**src/rtl/multiplier_pkg.sv**
```systemverilog
// Shared definitions for the sequential shift-add multiplier: FSM state
// encodings and the default operand width.
package multiplier_pkg;

    typedef enum logic [1:0] {
        IDLE = 2'b00,
        BUSY = 2'b01,
        DONE = 2'b10
    } state_t;

    localparam int DEFAULT_WIDTH = 8;

endpackage

```
**src/rtl/adder_ripple_nbit.sv**
```systemverilog
// WIDTH-bit ripple-carry adder built from a chain of 1-bit full adders;
// the final carry is exposed so the caller can keep the overflow bit.
module adder_ripple_nbit #(
    parameter int WIDTH = 8
) (
    input  logic [WIDTH-1:0] a,
    input  logic [WIDTH-1:0] b,
    output logic [WIDTH-1:0] sum,
    output logic             carry
);

    logic [WIDTH:0] w_c;

    assign w_c[0] = 1'b0;

    generate
        for (genvar gi = 0; gi < WIDTH; gi++) begin : g_fa
            assign sum[gi]    = a[gi] ^ b[gi] ^ w_c[gi];
            assign w_c[gi+1]  = (a[gi] & b[gi]) | (w_c[gi] & (a[gi] ^ b[gi]));
        end
    endgenerate

    assign carry = w_c[WIDTH];

endmodule

```
**src/rtl/multiplier_seq.sv**
```systemverilog
// Sequential shift-add multiplier, one iteration per clock, fixed latency.
// Define MULTIPLIER_SEQ_SIGNED_EN for two's-complement operands and result.
module multiplier_seq
    import multiplier_pkg::*;
#(
    parameter int WIDTH = DEFAULT_WIDTH,
    parameter int CNT_W = 5
) (
    input  logic               clk,
    input  logic               rst_n,
    input  logic               start,
    input  logic [WIDTH-1:0]   multiplicand,
    input  logic [WIDTH-1:0]   multiplier,
    output logic               ready,
    output logic               busy,
    output logic               done,
    output logic [2*WIDTH-1:0] result
);

    state_t r_state;
    state_t w_state_next;

    logic [WIDTH-1:0]   r_mcand;
    logic [2*WIDTH-1:0] r_acc;
    logic [CNT_W-1:0]   r_cnt;
    logic [2*WIDTH-1:0] r_result;

    logic [WIDTH-1:0]   w_mcand_in;
    logic [WIDTH-1:0]   w_mplier_in;
    logic [WIDTH-1:0]   w_add_b;
    logic [WIDTH-1:0]   w_sum;
    logic               w_carry;
    logic [2*WIDTH-1:0] w_acc_next;
    logic [2*WIDTH-1:0] w_prod_final;
    logic               w_accept;
    logic               w_last;

`ifdef MULTIPLIER_SEQ_SIGNED_EN
    logic r_neg;

    // Magnitudes fit in WIDTH unsigned bits, including the most negative value.
    assign w_mcand_in   = multiplicand[WIDTH-1] ? (~multiplicand) + WIDTH'(1) : multiplicand;
    assign w_mplier_in  = multiplier[WIDTH-1]   ? (~multiplier) + WIDTH'(1)   : multiplier;
    assign w_prod_final = r_neg ? (~w_acc_next) + (2*WIDTH)'(1) : w_acc_next;

    always_ff @(posedge clk or negedge rst_n) begin
        if (!rst_n) begin
            r_neg <= 1'b0;
        end else if (w_accept) begin
            r_neg <= multiplicand[WIDTH-1] ^ multiplier[WIDTH-1];
        end
    end
`else
    assign w_mcand_in   = multiplicand;
    assign w_mplier_in  = multiplier;
    assign w_prod_final = w_acc_next;
`endif

    assign w_accept = (r_state != BUSY) && start;
    assign w_last   = (r_cnt == CNT_W'(WIDTH - 1));

    // Only add when the current multiplier bit (acc LSB) is set.
    assign w_add_b = r_acc[0] ? r_mcand : '0;

    adder_ripple_nbit #(
        .WIDTH (WIDTH)
    ) u_adder (
        .a     (r_acc[2*WIDTH-1:WIDTH]),
        .b     (w_add_b),
        .sum   (w_sum),
        .carry (w_carry)
    );

    // {carry, upper sum, lower half} shifted right by one.
    assign w_acc_next = {w_carry, w_sum, r_acc[WIDTH-1:1]};

    always_ff @(posedge clk or negedge rst_n) begin
        if (!rst_n) begin
            r_state <= IDLE;
        end else begin
            r_state <= w_state_next;
        end
    end

    always_comb begin
        w_state_next = r_state;
        case (r_state)
            IDLE:    if (start) w_state_next = BUSY;
            BUSY:    if (w_last) w_state_next = DONE;
            DONE:    w_state_next = start ? BUSY : IDLE;
            default: w_state_next = IDLE;
        endcase
    end

    always_ff @(posedge clk or negedge rst_n) begin
        if (!rst_n) begin
            r_mcand  <= '0;
            r_acc    <= '0;
            r_cnt    <= '0;
            r_result <= '0;
        end else if (w_accept) begin
            r_mcand <= w_mcand_in;
            r_acc   <= {{WIDTH{1'b0}}, w_mplier_in};
            r_cnt   <= '0;
        end else if (r_state == BUSY) begin
            r_acc <= w_acc_next;
            r_cnt <= r_cnt + CNT_W'(1);
            if (w_last) begin
                r_result <= w_prod_final;
            end
        end
    end

    assign busy   = (r_state == BUSY);
    assign ready  = ~busy;
    assign done   = (r_state == DONE);
    assign result = r_result;

endmodule

```
**config.mk**
```make
export PLATFORM = sky130hd
export DESIGN_NAME = multiplier_seq
export DESIGN_NICKNAME = d
export VERILOG_FILES = /design/src/rtl/multiplier_pkg.sv /design/src/rtl/adder_ripple_nbit.sv /design/src/rtl/multiplier_seq.sv
export SDC_FILE = /design/constraint.sdc
export NUM_CORES = 1
export LEC_CHECK = 0
export ABC_AREA = 0
export BUFFER_PORTS_ARGS = -buffer_cell sky130_fd_sc_hd__clkbuf_2
export CELL_PAD_IN_SITES_DETAIL_PLACEMENT = 2
export CELL_PAD_IN_SITES_GLOBAL_PLACEMENT = 2
export CORE_MARGIN = 3
export CORE_UTILIZATION = 39
export CTS_BUF_LIST = sky130_fd_sc_hd__clkbuf_16
export DETAILED_ROUTE_END_ITERATION = 16
export PLACE_DENSITY = 0.94
export SLEW_MARGIN = 20
export SYNTH_ARGS = -nofsm -noshare
export SYNTH_HDL_FRONTEND = slang
export SYNTH_SLANG_ARGS = --single-unit
```
**constraint.sdc**
```tcl
create_clock -name clk -period 7.6 [get_ports clk]
set_clock_uncertainty 0.15 [all_clocks]
set_input_delay 1.52 -clock clk [delete_from_list [all_inputs] [get_ports clk]]
set_output_delay 1.52 -clock clk [all_outputs]
set_load 0.03 [all_outputs]
```
# [After elaboration in Yosys (flattened, before gate mapping)]
# Index checks and enable logic that the tools add are counted.
[word_totals] reg_bits=47 input_bits=19 output_inout_bits=19 elab_cells=65
[op_classes] add_sub_neg=1 n_eq_ne=6 n_mux=9 n_bitwise=39 reduce_logical=5
[ops] cell="$mux W16" n=2
[ops] cell="$and A1 B1 Y1" n=15
[ops] cell="$xor A1 B1 Y1" n=15
[ops] cell="$mux W5" n=2
[ops] cell="$mux W8" n=1
[ops] cell="$or A1 B1 Y1" n=7
[ops] cell="$pmux W2 S3" n=1
[ops] cell="$add A5 B1 Y5 const B" n=1
[ops] cell="$eq A5 B3 Y1 const B" n=1
[ops] cell="$mux W2" n=2
[ops] cell="$ne A2 B1 Y1 const B" n=2
[ops] cell="$reduce_and A3 Y1" n=1
[ops] cell="$eq A2 B1 Y1 const B" n=1
[ops] cell="$eq A2 B2 Y1 const B" n=1
[ops] cell="$logic_not A2 Y1" n=1
[ops] cell="$ne A2 B2 Y1 const B" n=1
[ops] cell="$not A1 Y1" n=2
[ops] cell="$reduce_and A2 Y1" n=1
[ops] cell="$reduce_bool A2 Y1" n=1
[ops] cell="$logic_and A1 B1 Y1" n=1
[ops] cell="$mux W1" n=1

# [Longest topological paths before layout]
[depth] depth_word=18 depth_mapped=12 ltp_nobuf=11

# [Cells and area by module]
# Synthesis repeated with hierarchy kept, for this count alone.
[unflattened] hier_cells=180 area_unflattened_um2=2215.9
[modules_own_cells] mod="multiplier_seq" n_inst=1 cells_per_inst=162 area_per_inst_um2=2025.7 seq_area_each_um2=1176.1
[modules_own_cells] mod="adder_ripple_nbit" n_inst=1 cells_per_inst=18 area_per_inst_um2=190.2 seq_area_each_um2=0.0

# [Worst setup path before layout]
# No wires, ideal clock.
[synth_timing] path_type="register to register" startpoint="register r_acc[0]" endpoint="register r_acc[14]" setup_ns=0.148 t_arrival_ns=3.679 t_required_ns=7.302 path_slack_ns=3.623 path_stages_with_launch=13 path_buffers=1 period_less_slack_ns=3.977 path_cell_list="dfrtp_1 > clkbuf_1 > and2_1 > ha_1 > inv_1 > fa_1 > fa_1 > fa_1 > fa_1 > fa_1 > fa_1 > fa_1 > o21ai_0"
[synth_between] elab_chain_len=17 elab_cells_between_ends=30 cone_classes="3 x mux; 27 x bitwise"
[synth_rtl] item="start: declaration" line_no="multiplier_seq.sv:24" source="logic [2*WIDTH-1:0] r_acc;"
[synth_rtl] item="start signal: assignment" line_no="multiplier_seq.sv:103" source="r_acc <= {{WIDTH{1'b0}}, w_mplier_in};"
[synth_rtl] item="start signal: assignment" line_no="multiplier_seq.sv:106" source="r_acc <= w_acc_next;"
[synth_rtl] item="$mux W8 *" line_no="multiplier_seq.sv:63" source="assign w_add_b = r_acc[0] ? r_mcand : '0;"
[synth_rtl] item="$and A1 B1 Y1 or $xor A1 B1 Y1 (tied branches)" line_no="adder_ripple_nbit.sv:19" source="assign w_c[gi+1] = (a[gi] & b[gi]) | (w_c[gi] & (a[gi] ^ b[gi]));"
[synth_rtl] item="$and A1 B1 Y1" line_no="adder_ripple_nbit.sv:19"
[synth_rtl] item="$or A1 B1 Y1" line_no="adder_ripple_nbit.sv:19"
[synth_rtl] item="$and A1 B1 Y1" line_no="adder_ripple_nbit.sv:19"
[synth_rtl] item="$or A1 B1 Y1" line_no="adder_ripple_nbit.sv:19"
[synth_rtl] item="$and A1 B1 Y1" line_no="adder_ripple_nbit.sv:19"
[synth_rtl] item="$or A1 B1 Y1" line_no="adder_ripple_nbit.sv:19"
[synth_rtl] item="$and A1 B1 Y1" line_no="adder_ripple_nbit.sv:19"
[synth_rtl] item="$or A1 B1 Y1" line_no="adder_ripple_nbit.sv:19"
[synth_rtl] item="$and A1 B1 Y1" line_no="adder_ripple_nbit.sv:19"
[synth_rtl] item="$or A1 B1 Y1" line_no="adder_ripple_nbit.sv:19"
[synth_rtl] item="$and A1 B1 Y1" line_no="adder_ripple_nbit.sv:19"
[synth_rtl] item="$or A1 B1 Y1" line_no="adder_ripple_nbit.sv:19"
[synth_rtl] item="$xor A1 B1 Y1 *" line_no="adder_ripple_nbit.sv:18" source="assign sum[gi] = a[gi] ^ b[gi] ^ w_c[gi];"
[synth_rtl] item="$mux W16 *" line_no="multiplier_seq.sv:105" source="end else if (r_state == BUSY) begin"
[synth_rtl] item="$mux W16 *" line_no="multiplier_seq.sv:101" source="end else if (w_accept) begin"
# Every way passes the cells marked *; elsewhere a longest branch is shown, timed or not. The select of a mux whose other input is x is not followed.
# A chain may end at the register's enable or synchronous reset.

# [Worst setup path in the final report]
# Same ends and word-level chain as after synthesis.

==> run summary <==
Synth area leader -> dfrtp_1
Worst slew margin -> 60.9%
Num CTS Buffers -> 5
Synth top area cells -> dfrtp_1 55%, mux2_2 7.9%, mux2i_1 7.5%
Gate power share -> 41.2%
Sequential power share -> 40.6%
Die W -> 80.1 um
Dpl hpwl -> 3830 um
Setup violators final -> 0
Worst EP required -> 7.61 ns
Ys flop type -> dfrtp_1
Worst path most repeated cell -> fa_1
Router iterations before antenna repair -> 4
Vias -> 1495
Syn Nets -> 208
Total setup buffers inserted after CTS -> 0
Worst Path Max Fanout -> 9
Mapped Area -> 2140 sq um
Unrepaired setup endpoints after global routing -> no
CP max stage cell -> dfrtp_1
Clk_lat worst skew -> 0.28 ns
Lkg Pwr -> 1.22 nW
Dpl cell area -> 2380 sq um
Fillers -> 541
Sequential share of the synthesized area -> 55.0%
# rows -> 26
Final setup TNS -> 0 ns
WL per Instance -> 20.4 um
Hold Crit Class -> reg -> reg
Max Freq -> 0.233 GHz
Nets -> 245
Synth cell count leaders -> 47 x dfrtp_1, 19 x nand2_1, 18 x inv_1
Net load switching power -> 0.463 mW
Clock slew seen by the registers of the worst setup and hold paths -> 0.06 ns
Power share of the clock group -> 18.2%
WS Path Type -> reg -> reg
Count of flip-flops with a built-in enable after synthesis -> 0
FF+latch count, synth -> 47
MaxCap Viol Count -> 0
Core area -> 5200 sq um
Status -> finished clean
Max clock buf depth -> 2
Share of layout cells above drive strength 1 -> 29.6%
Total global-route track usage -> 20.3%
Final Slew Violations -> 0
Die H -> 80.1 um
Remaining Overflow, GRT -> 0
Largest net degree at the start of global routing -> 48
DRC -> 0
Vias per cell -> 5.23
Mapped Cells -> 180
I/O Pins -> 38
TritonCTS clock tree -> yes
Slew @ Worst Pin -> 0.587 ns
Crit path cell chain -> and2_1 -> ha_1 -> inv_1 -> fa_1 -> fa_1 -> fa_1 -> fa_1 -> fa_1 -> fa_1 -> fa_1 -> o21ai_0
Post-layout min period -> 4.29 ns
Final Hold Vio Count -> 0
Routed wire length -> 5820 um
Post-route cell area -> 2510 sq um
Crit share post-route -> 56.4%
Yosys Warn Count -> 0
Setup crit start kind -> flop
Mapped Avg Cell Area -> 11.9 sq um
H-tree depth -> 2
Iter 0 DRT Violations -> 97
Cts hold-fix bufs -> 0
Fraction of registers with async set/reset -> 100%
Max incr delay on CP -> 0.52 ns
Sw frac -> 41.8%
Int Pwr -> 0.644 mW
Number of global-route vias before repair -> 1736
Max IR drop VDD -> 0.182 mV
CP endpoint kind -> flop
PostCTS Resize Cnt -> 0
Power density relative to cell area -> 441 nW/um^2
Gpl congestion -> 0.733
First-pass GRT wire length -> 9620 um
Starting Density -> 41.1%
Initial antenna violation count -> 0
CP arrival -> 4.30 ns
Most common cell in the netlist -> dfrtp_1
IO buf count -> 37
Synth top area share -> 55.0%
Root Driver -> clkbuf_16
Antenna Nets Post-Route -> 0
Yosys cell types -> 27
Clock sinks -> 47
Antenna Cells -> 0
Die Area -> 6410 sq um
Area Overhead vs Synth -> 17.3%
state kept, by name (all words and copies together) (netlist names):
| register | count |
|---|---|
| r_state | 2 |
| result | 16 |
| r_cnt | 5 |
| r_mcand | 8 |
| r_acc | 16 |
area by class of cell:
| class | instances | area [sq um] | share of cell area [%] |
|---|---|---|---|
| sequential | 47 | 1180 | 46.9 |
| clock inverter | 1 | 3.75 | 0.150 |
| timing repair buffer | 39 | 200 | 7.98 |
| multi-input combinational | 105 | 842 | 33.6 |
| tap | 70 | 87.6 | 3.49 |
| clock buffer | 5 | 125 | 4.99 |
| inverter | 19 | 73.8 | 2.94 |
power by group through the flow:
stage,clock (mW),combinational (mW),sequential [mW]
after floorplan,0,0.249,0.491
after global placement,0,0.416,0.436
after detailed placement,0,0.451,0.445
after CTS,0.207,0.465,0.448
after global routing,0.218,0.504,0.464
final,0.201,0.456,0.449
per-stage QoR:
stage,util [%],std cells,hold slack [ns],setup WS (ns),power (mW)
floorplan,-,180,0.316,3.62,0.740
global placement,45.7,280,0.331,3.66,0.851
detailed placement,45.7,280,0.350,3.35,0.896
CTS,48.2,286,0.363,3.29,1.12
global route,48.2,286,0.391,3.17,1.19
finish,48.2,286,0.358,3.31,1.11
cells by family after synthesis:
family	count (synthesis)	synth area share, %
buffers and inverters	28	5.67
xor gates and xnor gates	1	0.409
DFF	47	55.0
adders and majority gates	9	7.72
AOI/OAI and AO/OA	21	5.20
and+or+nand+nor	42	9.94
muxes	32	16.1
critical path: cells and delay by family, from the launching register on:
| family | cells | cell delay, ns |
|---|---|---|
| buffers and inverters | 1 | 0.06 |
| AND/OR/NAND/NOR | 1 | 0.19 |
| AO/OA/AOI/OAI | 1 | 0.10 |
| adder cells (fa/ha/maj) | 8 | 3.12 |
| flip-flops | 1 | 0.52 |
path summary, 6_finish.rpt:
kind,startpoint,to,slack (ns),cells after the start
worst min-delay path,result[2],result[2],0.36,1
min in group asynchronous,rst_n,r_mcand[3],1.17,2
worst min register to register,result[2],result[2],0.36,1
worst max register to register,r_acc[0],r_acc[14],3.31,11
max in group asynchronous,rst_n,result[6],5.72,2
worst max-delay path,r_acc[0],r_acc[14],3.31,11
placed cells by master (no fill, tap or decap), types with 2 or more instances in the layout:
| cell type | count |
|---|---|
| buf_4 | 2 |
| clkbuf_16 | 5 |
| clkbuf_2 | 37 |
| dfrtp_1 | 47 |
| fa_1 | 7 |
| ha_1 | 2 |
| inv_1 | 19 |
| mux2_2 | 15 |
| mux2i_1 | 16 |
| nand2_1 | 19 |
| nand3_1 | 15 |
| o21ai_0 | 17 |
layer usage:
metal	GRT usage (%)	share of wire (%)	vias to the layer above
met5	0	0	-
met2	33.9	52	37
met1	26.7	43	778
li1	-	-	668
met4	6.93	2.3	0
met3	3.48	3.2	12
Note: power is estimated with default switching activity, not from simulation.
